[src/rtl/frame_store_ctrl.sv]
// Still-frame BRAM owner: quantises one live frame to RGB332 on capture, then replays it.
// All outputs registered one cycle after the pixel they refer to; no backpressure (pixel-clock paced).
module frame_store_ctrl #(
  parameter int H_ACTIVE = 640,
  parameter int V_ACTIVE = 400,
  parameter int ADDR_W   = 18
) (
  input  logic              clk_i,
  input  logic              reset_i,
  input  logic              capture_i,
  input  logic              store_bram_i,
  input  logic [10:0]       hcount_i,
  input  logic [9:0]        vcount_i,
  input  logic [23:0]       pixel_rgb_i,
  output logic [1:0]        bram_state_o,
  output logic [ADDR_W-1:0] bram_addr_o,
  output logic              bram_we_o,
  output logic [7:0]        bram_din_o,
  output logic              frame_done_o
);

  typedef enum logic [1:0] {
    IDLE          = 2'b00,
    CAPTURE_FRAME = 2'b01,
    WRITING_FRAME = 2'b10,
    READING_FRAME = 2'b11
  } state_e;

  localparam logic [10:0]       H_LIM     = 11'(H_ACTIVE);
  localparam logic [9:0]        V_LIM     = 10'(V_ACTIVE);
  localparam logic [ADDR_W-1:0] LAST_ADDR = ADDR_W'(H_ACTIVE * V_ACTIVE - 1);
  localparam logic [ADDR_W-1:0] ADDR_ONE  = ADDR_W'(1);

  state_e            state_q, state_d;
  logic [ADDR_W-1:0] wr_cnt_q, wr_cnt_d;
  logic [ADDR_W-1:0] rd_cnt_q, rd_cnt_d;
  logic [ADDR_W-1:0] addr_q, addr_d;
  logic              we_q, we_d;
  logic [7:0]        din_q, din_d;
  logic              done_q, done_d;

  logic       in_disp;
  logic       sof;
  logic       last_pix;
  logic [7:0] rgb332;
  logic       unused_rgb_bits;

  assign in_disp  = (hcount_i < H_LIM) && (vcount_i < V_LIM);
  assign sof      = (hcount_i == 11'd0) && (vcount_i == 10'd0);
  assign last_pix = (wr_cnt_q == LAST_ADDR);
  assign rgb332   = {pixel_rgb_i[23:21], pixel_rgb_i[15:13], pixel_rgb_i[7:6]};
  assign unused_rgb_bits = ^{pixel_rgb_i[20:16], pixel_rgb_i[12:8], pixel_rgb_i[5:0]};

  always_ff @(posedge clk_i) begin
    if (reset_i) begin
      state_q <= IDLE;
    end else begin
      state_q <= state_d;
    end
  end

  always_comb begin
    state_d = state_q;
    case (state_q)
      IDLE:          if (capture_i) state_d = CAPTURE_FRAME;
      CAPTURE_FRAME: if (sof) state_d = WRITING_FRAME;
      WRITING_FRAME: begin
        if (in_disp && last_pix) state_d = store_bram_i ? READING_FRAME : IDLE;
      end
      READING_FRAME: begin
        if (capture_i)          state_d = CAPTURE_FRAME;
        else if (!store_bram_i) state_d = IDLE;
      end
      default:       state_d = IDLE;
    endcase
  end

  // Next values of the registered BRAM-side outputs and the write/read counters.
  always_comb begin
    we_d     = 1'b0;
    done_d   = 1'b0;
    addr_d   = addr_q;
    din_d    = din_q;
    wr_cnt_d = wr_cnt_q;
    rd_cnt_d = rd_cnt_q;
    case (state_q)
      IDLE: begin
        if (capture_i) wr_cnt_d = '0;
      end
      CAPTURE_FRAME: begin
        if (sof) begin
          we_d     = 1'b1;
          addr_d   = wr_cnt_q;
          din_d    = rgb332;
          wr_cnt_d = wr_cnt_q + ADDR_ONE;
        end
      end
      WRITING_FRAME: begin
        if (in_disp) begin
          we_d   = 1'b1;
          addr_d = wr_cnt_q;
          din_d  = rgb332;
          if (last_pix) begin
            done_d   = 1'b1;
            rd_cnt_d = '0;
          end else begin
            wr_cnt_d = wr_cnt_q + ADDR_ONE;
          end
        end
      end
      READING_FRAME: begin
        // Running raster index replaces hcount + vcount*H_ACTIVE.
        if (sof) begin
          addr_d   = '0;
          rd_cnt_d = ADDR_ONE;
        end else if (in_disp) begin
          addr_d   = rd_cnt_q;
          rd_cnt_d = rd_cnt_q + ADDR_ONE;
        end
        if (capture_i) wr_cnt_d = '0;
      end
      default: ;
    endcase
  end

  always_ff @(posedge clk_i) begin
    if (reset_i) begin
      we_q     <= 1'b0;
      done_q   <= 1'b0;
      addr_q   <= '0;
      din_q    <= '0;
      wr_cnt_q <= '0;
      rd_cnt_q <= '0;
    end else begin
      we_q     <= we_d;
      done_q   <= done_d;
      addr_q   <= addr_d;
      din_q    <= din_d;
      wr_cnt_q <= wr_cnt_d;
      rd_cnt_q <= rd_cnt_d;
    end
  end

  assign bram_state_o = state_q;
  assign bram_addr_o  = addr_q;
  assign bram_we_o    = we_q;
  assign bram_din_o   = din_q;
  assign frame_done_o = done_q;

endmodule

[config.mk]
export PLATFORM = sky130hd
export DESIGN_NAME = frame_store_ctrl
export DESIGN_NICKNAME = d
export VERILOG_FILES = /design/src/rtl/frame_store_ctrl.sv
export SDC_FILE = /design/constraint.sdc
export NUM_CORES = 1
export LEC_CHECK = 0
export ABC_CLOCK_PERIOD_IN_PS = 3170
export CAP_MARGIN = 20
export CORE_ASPECT_RATIO = 2
export CORE_UTILIZATION = 35
export DETAILED_ROUTE_END_ITERATION = 12
export GPL_TIMING_DRIVEN = 0
export HOLD_SLACK_MARGIN = 0.12
export PLACE_DENSITY = 0.61
export SLEW_MARGIN = 5
export SYNTH_ARGS = -nofsm -noshare
export SYNTH_HDL_FRONTEND = slang
export SYNTH_SLANG_ARGS = --single-unit
[constraint.sdc]
create_clock -name clk_i -period 3.17 [get_ports clk_i]
set_clock_uncertainty 0.05 [all_clocks]
set_input_delay 0.4755 -clock clk_i [delete_from_list [all_inputs] [get_ports clk_i]]
set_output_delay 0.4755 -clock clk_i [all_outputs]
set_load 0.01 [all_outputs]
# ---- After elaboration in Yosys (flattened, before gate mapping)
# Cells that the tools add are included.
dict set report totals {
  output_inout_bits 30
  regBits 66
  word_cells 71
}
dict set report op_classes {
  mux 29
  n_reduce_logical 16
  n_eq_ne 13
  addsub 2
  order_cmp 2
  bitwise 2
}
# operator count
set op_table {}
lappend op_table {{two-way mux 18 bit} 12}
lappend op_table {{case mux 18 bit (3 select lines)} 2}
lappend op_table {{adder 18 x 1 -> 18 bit, second input constant} 2}
lappend op_table {{case mux 18 bit (2 select lines)} 1}
lappend op_table {{== test 18 bit, second input constant} 1}
lappend op_table {{two-way mux 8 bit} 2}
lappend op_table {{case mux 8 bit (2 select lines)} 1}
lappend op_table {{AND reduction 4 bit} 4}
lappend op_table {{two-way mux 2 bit} 6}
lappend op_table {{!= test 2 bit, second input constant} 6}
lappend op_table {{zero test 11 bit} 1}
lappend op_table {{less-than comparator 11 x 10 -> 1 bit, second input constant} 1}
lappend op_table {{zero test 10 bit} 1}
lappend op_table {{less-than comparator 10 x 9 -> 1 bit, second input constant} 1}
lappend op_table {{case mux 2 bit (4 select lines)} 1}
lappend op_table {{!= test 3 bit, second input constant} 2}
lappend op_table {{== test 2 bit, second input constant} 2}
lappend op_table {{nonzero test 2 bit} 2}
lappend op_table {{logical AND 1 bit} 3}
lappend op_table {{two-way mux 1 bit} 3}
lappend op_table {{AND reduction 3 bit} 1}
lappend op_table {{nonzero test 3 bit} 1}
lappend op_table {{OR reduction 3 bit} 1}
lappend op_table {{== test 2 x 1 -> 1 bit, second input constant} 1}
lappend op_table {{5 further kinds} 6}

# ---- Depth between registers and ports, before layout
dict set report logic_depth {
  ltp_word 5
  ltp_mapped 8
}

# ---- Worst setup path after synthesis
# OpenSTA, ideal clock, no wires.
dict set report synth_path {
  path_type {in2reg}
  start {input hcount_i[1]}
  end {register addr_q[7] (netlist: bram_addr_o[7])}
  stages 7
  setup_slack_ns 0.939
  setup_ns 0.134
  required_time_ns 2.986
  t_arrival_ns 2.047
  cell_sequence {nor4_1 > nand4_1 > o22ai_1 > and2_1 > buf_2 > buf_2 > a211oi_1}
}
dict set report synth_via {
  elab_chain_len 4
  elab_cells_between_ends 10
  cone_classes {1 x order compare; 3 x eq/ne; 2 x mux; 4 x reduce/logical}
}
# element line
set synth_rtl {}
lappend synth_rtl {{start: declaration} 12} ;# input logic [10:0] hcount_i,
lappend synth_rtl {{less-than comparator 11 x 10 -> 1 bit / zero test 11 bit (equally long branches)} {48, 49}}
lappend synth_rtl {{logical AND 1 bit (on tied branches)} {48, 49}}
lappend synth_rtl {{!= test 3 bit (no source line) (tied with other cells)} -}
lappend synth_rtl {{AND reduction 4 bit (no source line) / case mux 18 bit (3 select lines) (equally long branches)} -}
lappend synth_rtl {{end signal: assignment} 137} ;# addr_q <= addr_d;
lappend synth_rtl {{end: declaration} 37} ;# logic [ADDR_W-1:0] addr_q, addr_d;
# Several ways; a longest one is shown, not always the timed one.
# A chain may end at the register's enable or synchronous reset.

# ---- Worst setup path in the final report
dict set report layout_path {
  start {input hcount_i[8]}
  end {register rd_cnt_q[12]}
}
dict set report layout_via {
  elab_chain_len 4
  elab_cells_between_ends 9
  cone_classes {1 x order compare; 2 x eq/ne; 2 x mux; 4 x reduce/logical}
}
# element line
set layout_rtl {}
lappend layout_rtl {{less-than comparator 11 x 10 -> 1 bit / zero test 11 bit (equally long branches)} {48, 49}}
lappend layout_rtl {{logical AND 1 bit (on tied branches)} {48, 49}}
lappend layout_rtl {{!= test 3 bit (no source line) (tied with other cells)} -}
lappend layout_rtl {{AND reduction 4 bit (no source line) / case mux 18 bit (2 select lines) (equally long branches)} -}
lappend layout_rtl {{end signal: assignment} 140} ;# rd_cnt_q <= rd_cnt_d;
lappend layout_rtl {{end: declaration} 36} ;# logic [ADDR_W-1:0] rd_cnt_q, rd_cnt_d;
# Several ways; a longest one is shown, not always the timed one.

==> metrics.txt <==
clock buffer depth=2; worst hold slack=approximately 440 ps; share of layout cells above drive strength 1=roughly 4.9%; Setup TNS Final=0 ps; initial antenna violation count=0; first-pass GRT wire length=between 20 and 25 mm; Static Leak=approximately 1.4 nW; die height=146.0 um; # rows=52; First-pass DRT Iterations=5; Tot GR Track Use=24.91%; Hold Path Class=reg -> reg; pwr/cell area=around 780 nW/um^2; final WL=roughly 13 mm; mapped cell area=~3600 um^2; Slew Limit Fails=0; EDFF count, synth=0; placed insts=between 600 and 700; Port Buffers=slightly above 60; maxcap violations=0; n_diodes=0; Area after DPL=4408 um^2; max frequency=336.5 MHz; clk sinks=66; critical-path maximum fanout=10; Synth cell types=54; CP arrival=roughly 3200 ps; Placer Congestion=0.9360; DIE WIDTH=74.00 um; final setup margin=~200 ps; final antenna-violating net count=0; ys async rst share=0%; worst skew pair latency=between 300 and 400 ps; Slew headroom=around 27%; Setup crit end kind=register; Synth Instances=between 400 and 500; fin nets=between 500 and 600; final core occ=46.50%; CP peak stage delay=between 600 and 700 ps; Slowest-stage cell, CP=a21oi_1; required time of the critical path=3350 ps; via/cell ratio=~6.1; worst slack, placed=-261.1 ps; Syn Area/Cell=around 8.3 um^2; TritonCTS clock tree=yes; grt ovf=0; final setup fails=0; critical-path cell list=clkdlybuf4s50_1 -> nor4_1 -> and2_1 -> clkbuf_1 -> a21oi_1 -> nand4_1 -> clkbuf_2 -> o31ai_1; commonest non-fill, non-tap cell in the layout=dfxtp_1; Initial Utilization=approximately 36%; largest net degree at the start of global routing=11; Vias=slightly below 4,000; Die Area=between 10,000 and 15,000 um^2; DRC=0; sequential-to-total area share from yosys stat=a little over a third; Top delay family on crit path=buffers and inverters; YS warnings=0; Peak supply drop=between 0.3 and 0.4 mV; Post-CTS Resized=0; non-filler cells, final=around 650; most frequent cells in the layout=66 x dfxtp_1, 61 x clkdlybuf4s50_1, 35 x a21oi_1, 34 x clkbuf_1, 33 x a211oi_1; startpoint types=input port; Core Region=10,080 um^2; Synth Register Bits=66; syn_nets=492; CTS clk-pin slew, worst paths=~50 ps; Setup Fix Bufs, Post-CTS=0; routed wire length per instance=19.74 um; vias in the first global route=3,980; WP buf/inv=3; Post-CTS Hold Buffers=0; fin area=between 4000 and 5000 um^2; final-layout fill cell count=just over 1,000; CTS buffer count=9; 1st-iter DRT viols=257; crit share post-route=between 90% and 100%; Area Overhead vs Synth=29.24%; Tmin final=2971 ps; Top Ports=79; RSZ-0062 raised after global routing=no; DP HPWL=approximately 9.9 mm; final hold violations=0; root buf cell=clkbuf_16; H-tree level count=3; Main synth FF type=dfxtp_1; total power=about 3.7 mW; critical path class=in -> reg; worst slew pin tran=1080 ps; status=finished clean
==> area by class of cell <==
type                            count  area (um^2)  share of cell area [%]
Buffer                             35        137.6                   2.935
Clock buffer                       13        240.2                   5.123
Clock inverter                      3        40.04                  0.8538
Inverter                           13        48.80                   1.041
Multi-Input combinational cell    322         2122                   45.25
Sequential cell                    66         1321                   28.18
Tap cell                          135        168.9                   3.602
Timing Repair Buffer               61        610.6                   13.02
==> state kept, by name (all words and copies together), names as in the netlist <==
name	flops
bram_addr_o	18
bram_din_o	8
bram_state_o	2
bram_we_o	1
frame_done_o	1
rd_cnt_q	18
wr_cnt_q	18
==> report_power, final <==
| part | internal [mW] | total, mW | switching, mW |
|---|---|---|---|
| sequential | 1.00 | 1.11 | 0.107 |
| combinational | 0.661 | 1.57 | 0.913 |
| clock | 0.607 | 0.967 | 0.360 |
| total | 2.27 | 3.65 | 1.38 |
==> final timing paths <==
path	cells past startpoint	slack, ps	to	from
max	8	200	rd_cnt_q[12]	hcount_i[8]
min	2	440	bram_din_o[4]	bram_din_o[4]
max reg2reg	8	360	rd_cnt_q[7]	wr_cnt_q[1]
min reg2reg	2	440	bram_din_o[4]	bram_din_o[4]
==> cell families (layout without fill, tap and decap cells) <==
group                    after synthesis  in the layout  synth area share, %
adder cells (fa/ha/maj)                7              7                2.414
buffers and inverters                 48            125                5.104
AO/OA/AOI/OAI                        175            175                34.34
AND/OR/NAND/NOR                      140            140                21.72
flip-flops                            66             66                36.41
==> cells in the mapped netlist, types with 3 or more instances <==
cell type  instances  share of area [%]
dfxtp_1           66                 36
and3_1             4               0.69
o311ai_1          14                3.4
nand4b_1           5                1.2
o211ai_1           4               0.83
nand4_1           16                2.8
and2_1             7                1.2
ha_1               7                2.4
nor2b_1            4               0.69
buf_2              4               0.55
inv_1             13                1.3
nor4_1             8                1.4
nand3b_1           5                1.0
nor3_1             5               0.69
o21ai_0            9                1.2
o22ai_1            3               0.52
o31ai_1            9                1.9
o21ai_1            9                1.2
and4_1             4               0.97
o32ai_1            7                1.7
nand2_1           27                2.8
a211oi_1          33                6.8
nand3_1           26                3.6
o41ai_1            3               0.72
nand2b_1           3               0.52
clkbuf_1          31                3.2
a221oi_1           6                1.4
a22oi_1           19                3.9
a21oi_1           35                4.8
nor2_1            17                1.8
==> worst min-delay path: cells and delay by family, from the launching register on <==
family	cells	cell delay, ps
DFF	1	310
AOI/OAI and AO/OA	2	130
==> layer usage <==
metal | global-route usage (%) | part of all wire [%] | vias up
met1 | 26.29 | 36 | 1869
met4 | 16.25 | 5.2 | 0
met2 | 43.64 | 54 | 175
met3 | 3.809 | 4.6 | 55
met5 | 0 | 0 | -
li1 | - | - | 1877
(Power assumes the default switching activity.)
